==> src/rtl/burst_src.sv <==
// -----------------------------------------------------------------------------
// burst_src -- arithmetic burst generator
//
// Accepts a command (base, step, len) with a valid/ready handshake and emits
// len+1 bytes on a valid/ready output stream. Beat k carries
// (base + k*step) mod 256. out_last flags the final beat of the burst.
//
// Optional feature (macro CHECKSUM_EN): after the data beats, one extra beat
// carries the mod-256 sum of all data beats. In that build out_last marks only
// this checksum beat.
//
// Ports:
//   clk       in   clock, all state changes on the rising edge
//   rst       in   synchronous active-high reset
//   cmd_srdy  in   command valid
//   cmd_base  in   [7:0] first data byte
//   cmd_step  in   [7:0] per-beat increment
//   cmd_len   in   [3:0] burst length minus one
//   cmd_rrdy  out  command can be accepted (IDLE only)
//   out_srdy  out  out_data valid
//   out_data  out  [7:0] burst byte
//   out_last  out  final beat of burst
//   out_rrdy  in   downstream accepts beat
//   busy      out  burst in progress
// -----------------------------------------------------------------------------
module burst_src (
    input  logic       clk,
    input  logic       rst,
    input  logic       cmd_srdy,
    input  logic [7:0] cmd_base,
    input  logic [7:0] cmd_step,
    input  logic [3:0] cmd_len,
    output logic       cmd_rrdy,
    output logic       out_srdy,
    output logic [7:0] out_data,
    output logic       out_last,
    input  logic       out_rrdy,
    output logic       busy
);

`ifdef CHECKSUM_EN
    typedef enum logic [1:0] {IDLE = 2'd0, SEND = 2'd1, CSUM = 2'd2} state_t;
`else
    typedef enum logic [1:0] {IDLE = 2'd0, SEND = 2'd1} state_t;
`endif

    state_t     state_reg;
    logic [7:0] data_reg;
    logic [7:0] step_reg;
    logic [3:0] len_reg;
    logic [3:0] cnt_reg;
    logic       last_reg;
    logic       srdy_reg;
    logic       cmd_rrdy_reg;
    logic       busy_reg;
`ifdef CHECKSUM_EN
    logic [7:0] csum_reg;
`endif

    always_ff @(posedge clk) begin
        if (rst) begin
            state_reg    <= IDLE;
            data_reg     <= 8'h00;
            step_reg     <= 8'h00;
            len_reg      <= 4'd0;
            cnt_reg      <= 4'd0;
            last_reg     <= 1'b0;
            srdy_reg     <= 1'b0;
            cmd_rrdy_reg <= 1'b1;
            busy_reg     <= 1'b0;
`ifdef CHECKSUM_EN
            csum_reg     <= 8'h00;
`endif
        end else begin
            case (state_reg)
                IDLE: begin
                    // cmd_rrdy is high throughout IDLE, so cmd_srdy alone
                    // completes the handshake here.
                    if (cmd_srdy) begin
                        state_reg    <= SEND;
                        data_reg     <= cmd_base;
                        step_reg     <= cmd_step;
                        len_reg      <= cmd_len;
                        cnt_reg      <= 4'd0;
                        srdy_reg     <= 1'b1;
                        cmd_rrdy_reg <= 1'b0;
                        busy_reg     <= 1'b1;
`ifdef CHECKSUM_EN
                        csum_reg     <= 8'h00;
                        last_reg     <= 1'b0;
`else
                        // A single-beat burst is already on its last beat.
                        last_reg     <= (cmd_len == 4'd0);
`endif
                    end
                end

                SEND: begin
                    // Outputs only move on a transfer, so a stalled beat
                    // stays stable.
                    if (out_rrdy) begin
`ifdef CHECKSUM_EN
                        csum_reg <= csum_reg + data_reg;
`endif
                        if (cnt_reg == len_reg) begin
`ifdef CHECKSUM_EN
                            // The beat being transferred is not yet in
                            // csum_reg, so fold it in here.
                            state_reg <= CSUM;
                            data_reg  <= csum_reg + data_reg;
                            last_reg  <= 1'b1;
`else
                            state_reg    <= IDLE;
                            srdy_reg     <= 1'b0;
                            last_reg     <= 1'b0;
                            cmd_rrdy_reg <= 1'b1;
                            busy_reg     <= 1'b0;
`endif
                        end else begin
                            cnt_reg  <= cnt_reg + 4'd1;
                            data_reg <= data_reg + step_reg;
`ifndef CHECKSUM_EN
                            last_reg <= ((cnt_reg + 4'd1) == len_reg);
`endif
                        end
                    end
                end

`ifdef CHECKSUM_EN
                CSUM: begin
                    if (out_rrdy) begin
                        state_reg    <= IDLE;
                        srdy_reg     <= 1'b0;
                        last_reg     <= 1'b0;
                        cmd_rrdy_reg <= 1'b1;
                        busy_reg     <= 1'b0;
                    end
                end
`endif

                default: begin
                    state_reg    <= IDLE;
                    srdy_reg     <= 1'b0;
                    last_reg     <= 1'b0;
                    cmd_rrdy_reg <= 1'b1;
                    busy_reg     <= 1'b0;
                end
            endcase
        end
    end

    assign cmd_rrdy = cmd_rrdy_reg;
    assign out_srdy = srdy_reg;
    assign out_data = data_reg;
    assign out_last = last_reg;
    assign busy     = busy_reg;

endmodule

==> config.mk <==
export PLATFORM = sky130hd
export DESIGN_NAME = burst_src
export DESIGN_NICKNAME = d
export VERILOG_FILES = /design/src/rtl/burst_src.sv
export SDC_FILE = /design/constraint.sdc
export NUM_CORES = 1
export LEC_CHECK = 0
export ABC_AREA = 0
export CAP_MARGIN = 20
export CORE_MARGIN = 1
export CORE_UTILIZATION = 40
export CTS_CLUSTER_SIZE = 14
export DETAILED_ROUTE_END_ITERATION = 7
export GPL_ROUTABILITY_DRIVEN = 0
export PLACE_DENSITY = 0.66
export REMOVE_ABC_BUFFERS = 1
export SYNTH_ARGS = -nofsm -noshare
export SYNTH_HDL_FRONTEND = slang
export SYNTH_SLANG_ARGS = --single-unit
export TNS_END_PERCENT = 1
==> constraint.sdc <==
create_clock -name clk -period 2.16 [get_ports clk]
set_input_delay 0.324 -clock clk [delete_from_list [all_inputs] [get_ports clk]]
set_output_delay 0.324 -clock clk [all_outputs]
set_load 0.02 [all_outputs]
==> out/qor.yml, run 1 <==
clkSinkCount: 27
antenna_left: 0
hold_viol: 0
num_vias: 1398
rows: 22
finClkSkew_ps: 1.40
clk-insertion-delay-late_ps: 280
cts_setup_buffers: 0
power.leakage_nw: 0.761
crit_type: "flip-flop to flip-flop"
fmax_mhz: 519
synth_cell_types: 38
ys_warn_count: 0
grt_use_total_pct: 18.8
cap_viol_max_count: 0
report.final.slew_viol_count: 0
nets: 253
period_minus_slack_ps: 1930
wl_per_cell_um: 13.1
antenna_found_initial: 0
cp_max_fo: 3
synth_top_family_by_area: "simple AND/OR/NAND/NOR gates"
grt_pass1_vias: 1396
relSlewSlack_pct: 65.3
slowest_stage: "or4_1"
grt_pass1_wl_um: 5950
start_util_pct: 41.9
grt_max_degree: 19
crit_path_start_kind: "flip-flop"
synth_xor_xnor_area_share_pct: 7.42
netlist_instances: 183
critPathCaptureType: "flip-flop"
ctsResizeCount: 0
drc_errors: 0
final.setup.tns_ps: 0
fin_crit_sh_pct: 89.1
drive_gt1_share_pct: 8.68
firstDrtPassIters: 4
cts_hold_buf: 0
dp_cells: 263
worstMarginPinSlew_ps: 516
synth_edf_count: 0
syn_area_per_cell_um2: 8.38
port_buffers: 35
muxShareOfSynthArea_pct: 3.92
async_flop_share_pct: 0
ir_drop_mv: 0.305
fp.coreArea_mm2: 0.00366
final_cells: 267
dieHeight_um: 63.9
hold_class: "flip-flop to flip-flop"
synthFlopType: "dfxtp_1"
avgViaCountPerCell: 5.24
place_hpwl_um: 2750
crit_buf_inv: 1
arrival_ps: 2100
slowest_delay_ps: 470
synth-simple-area-share_pct: 22.3
drt_iter0_drc: 78
htree_levels: 1
cp_cell_sequence: "ha_1 > inv_1 > fa_1 > nand2b_1 > a21oi_1 > and2_1 > or4_1 > a31o_1"
ys_seq_elements: 27
power.density_mw_per_mm2: 607
clockBufferDepth: 2
n_antenna_cell: 0
area_delta_synth_final_pct: 29.6
overflow: 0
die_area_mm2: 0.00409
ys_seq_area_share_pct: 35.2
die_w_um: 63.9
clk_pin_slew_ps: 90
synth_fa_ha_area_share_pct: 7.83
synth_compound_area_share_pct: 18.4
root_buffer: "clkbuf_8"
status: "finished clean"
netlist_area_mm2: 0.00153
setup_violations: 0
rsz0062_at_grt: "false"
ios: 36
cts_tree: "built"
finalWirelength_um: 3490
finalPower_mw: 1.21
cpLargestDelayFamily: "simple AND/OR/NAND/NOR gates"
cp.required_ps: 2340
numCtsBuffers: 3
==> metal layers <==
layer  track usage, %  vias to the layer above  routed length (um)
li1                 -                      704                   -
met1             22.5                      655                1570
met2             33.4                       34                1680
met3             3.04                        5                 173
met4             6.82                        0                  69
met5                0                        -                   0
==> worst paths after layout <==
check	start	end	slack [ps]	depth (start not counted)
min reg2reg	step_reg[0]$_SDFFE_PP0P_	step_reg[0]$_SDFFE_PP0P_	470	2
max reg2reg	out_data[0]$_SDFFE_PP0P_	out_data[6]$_SDFFE_PP0P_	230	8
min	step_reg[0]$_SDFFE_PP0P_	step_reg[0]$_SDFFE_PP0P_	470	2
max	out_data[0]$_SDFFE_PP0P_	out_data[6]$_SDFFE_PP0P_	230	8
==> stage by stage <==
step	setup WS (ps)	hold WS, ps	utilization [%]	instance area (um^2)
after floorplan	-97.5	389	-	1480
after global placement	304	451	53.1	1940
after detailed placement	245	459	53.1	1940
after CTS	217	473	54.3	1990
after global routing	72.9	498	54.3	1990
final	235	471	54.3	1990
==> cells by family (layout without fill, tap and decap cells) <==
family,Yosys count,in the layout
simple gates,71,71
flops,27,27
xor+xnor,13,13
buf+inv,16,52
mux,6,6
compound gates,41,41
fa+ha+maj,9,9
==> cells in the final DEF, fill, tap and decap left out, types with 2 or more instances in the layout <==
| cell | Yosys | routed |
|---|---|---|
| ha_1 | 8 | 8 |
| dfxtp_1 | 27 | 27 |
| clkbuf_8 | 0 | 3 |
| inv_1 | 6 | 6 |
| xnor2_1 | 7 | 7 |
| nor2_1 | 17 | 17 |
| nand2b_1 | 6 | 6 |
| nor3_1 | 4 | 4 |
| nand3_1 | 2 | 2 |
| mux2i_1 | 6 | 6 |
| a211oi_2 | 5 | 5 |
| clkdlybuf4s50_1 | 0 | 35 |
| o21ai_0 | 3 | 3 |
| a21oi_1 | 21 | 21 |
| nor2b_1 | 3 | 3 |
| xor2_1 | 6 | 6 |
| a211oi_1 | 4 | 4 |
| nand4_1 | 3 | 3 |
| nand2_1 | 29 | 29 |
| buf_4 | 2 | 7 |
==> Yosys cell counts (all sizes together) (2+ instances only) <==
cell    number  area share [%]
buf          6             2.5
nand2b       6             2.4
nand2       29             7.1
o21ai        4             1.3
clkbuf       4            0.98
dfxtp       27              35
xor2         6             3.4
a211oi       9             6.0
nand4        3             1.2
nor3         5             2.0
ha           8             6.5
mux2i        6             3.9
xnor2        7             4.0
inv          6             1.5
nor2b        3             1.2
nor2        18             4.9
nand3        2            0.65
a21oi       21             6.9
==> power breakdown <==
| group | total (mW) | switching [mW] | leakage [nW] | internal, mW |
|---|---|---|---|---|
| sequential | 0.563 | 0.0299 | 0.222 | 0.533 |
| clock | 0.293 | 0.160 | 0.0228 | 0.132 |
| combinational | 0.350 | 0.180 | 0.516 | 0.170 |
| total | 1.21 | 0.370 | 0.761 | 0.836 |
==> worst reg2reg max path: stages (launching register included) <==
cell and delay, ps:
dfxtp_1 340, ha_1 210, inv_1 70, fa_1 190, nand2b_1 110, a21oi_1 80
and2_1 170, or4_1 470, a31o_1 190
==> area by class of cell <==
class	instances	area (um^2)
fill	347	1670
tap	48	60.1
timing repair buffer	42	403
sequential	27	541
clock buffer	4	45.0
multi-input combinational	140	917
inverter	6	22.5
(Power assumes the default switching activity.)
==> inputs of run 2 (changes only) <==
--- a/config.mk
+++ b/config.mk
@@ -8,11 +8,11 @@
 export ABC_AREA = 0
 export CAP_MARGIN = 20
 export CORE_MARGIN = 1
-export CORE_UTILIZATION = 40
+export CORE_UTILIZATION = 49
 export CTS_CLUSTER_SIZE = 14
 export DETAILED_ROUTE_END_ITERATION = 7
 export GPL_ROUTABILITY_DRIVEN = 0
-export PLACE_DENSITY = 0.66
+export PLACE_DENSITY = 0.79
 export REMOVE_ABC_BUFFERS = 1
 export SYNTH_ARGS = -nofsm -noshare
 export SYNTH_HDL_FRONTEND = slang
==> out/qor.yml, run 2 (synthesized netlist as in run 1, its figures left out) <==
status: "finished with violations"
violations: "DRC"
ios: 36
grt_pass1_wl_um: 5820
cap_viol_max_count: 0
dieHeight_um: 58.0
finish.instance_area_mm2: 0.00195
hold_class: "flip-flop to flip-flop"
finalWirelength_um: 3470
crit_path_start_kind: "flip-flop"
rsz0062_at_grt: "false"
drc_errors: 2
clkSinkCount: 27
place_hpwl_um: 2700
worstRegToRegCells: 8
firstDrtPassIters: 6
fp.coreArea_mm2: 0.00285
fmax_mhz: 511
ctsResizeCount: 0
drive_gt1_share_pct: 9.13
cp_max_fo: 9
final_cell_mix: "35 x clkdlybuf4s50_1, 29 x nand2_1, 27 x dfxtp_1"
grt_pass1_vias: 1387
n_antenna_cell: 0
cp_cell_sequence: "clkdlybuf4s50_1"
avgViaCountPerCell: 5.56
report.final.slew_viol_count: 0
grt_use_total_pct: 22.8
cp.depth: 1
arrival_ps: 1630
min_path_cells: 2
clk-insertion-delay-late_ps: 330
cts_setup_buffers: 0
final_common_cell: "clkdlybuf4s50_1"
root_buffer: "clkbuf_4"
rows: 19
ir_drop_mv: 0.526
hold_viol: 0
cts_tree: "built"
area_delta_synth_final_pct: 27.1
die_area_mm2: 0.00336
clockBufferDepth: 2
num_vias: 1391
placed_area_mm2: 0.00192
power.leakage_nw: 0.755
fill_cells: 248
wl_per_cell_um: 13.9
final.setup.tns_ps: 0
start_util_pct: 53.8
die_w_um: 58.0
power.density_mw_per_mm2: 584
port_buffers: 35
fin_crit_sh_pct: 90.5
setup_ws_ps: 205
overflow: 0
final_util_pct: 68.3
relSlewSlack_pct: 67.8
grt_max_degree: 16
preCtsSetupSlack_ps: 255
drt_iter0_drc: 46
clk_pin_slew_ps: 150
critPathCaptureType: "output port"
period_minus_slack_ps: 1960
crit_type: "flip-flop to output port"
antenna_left: 0
cp.required_ps: 1840
worstMarginPinSlew_ps: 480
nets: 253
htree_levels: 1
crit_buf_inv: 1
setup_violations: 0
antenna_found_initial: 0
slowest_delay_ps: 690
finClkSkew_ps: 3.92
numCtsBuffers: 3
cts_hold_buf: 0
cpLargestDelayFamily: "buffers and inverters"
slowest_stage: "clkdlybuf4s50_1"
run 2: changes by cell type in the layout (fill, tap and decap cells not counted), sizes merged:
cell / delta
clkbuf: -1
clkinv: +1
run 2: power by group:
part | internal (mW) | switching, mW
combinational | 0.171 | 0.179
sequential | 0.534 | 0.0319
clock | 0.0696 | 0.154
total | 0.774 | 0.365
run 2: cell type report:
cell class	instances	area (um^2)	area share, %
clock buffer	3	22.5	1.16
clock inverter	1	5.00	0.257
inverter	6	22.5	1.16
multi-input combinational	140	917	47.0
sequential	27	541	27.7
tap	31	38.8	1.99
timing repair buffer	42	403	20.7
run 2: path summary, 6_finish.rpt:
path	start	end	slack [ps]
setup / recovery	busy$_SDFFE_PP0P_	busy	200
hold / removal	step_reg[5]$_SDFFE_PP0P_	step_reg[5]$_SDFFE_PP0P_	480
setup reg to reg	out_data[0]$_SDFFE_PP0P_	out_data[6]$_SDFFE_PP0P_	240
hold reg to reg	step_reg[5]$_SDFFE_PP0P_	step_reg[5]$_SDFFE_PP0P_	480
run 2: metrics by stage:
step | hold WS (ps) | power [mW] | instances
2_1_floorplan | 389 | 0.773 | 173
3_3_place_gp | 445 | 0.913 | 246
3_5_place_dp | 456 | 0.926 | 246
4_1_cts | 476 | 1.15 | 250
5_1_grt | 513 | 1.20 | 250
6_report | 478 | 1.14 | 250
run 2: layer usage:
metal,vias to the layer above,routed length [um],global-route usage [%]
met1,640,1480,24.9
met4,0,50,12.2
met5,-,0,0
met2,44,1710,40.6
met3,4,238,5.58
li1,703,-,-
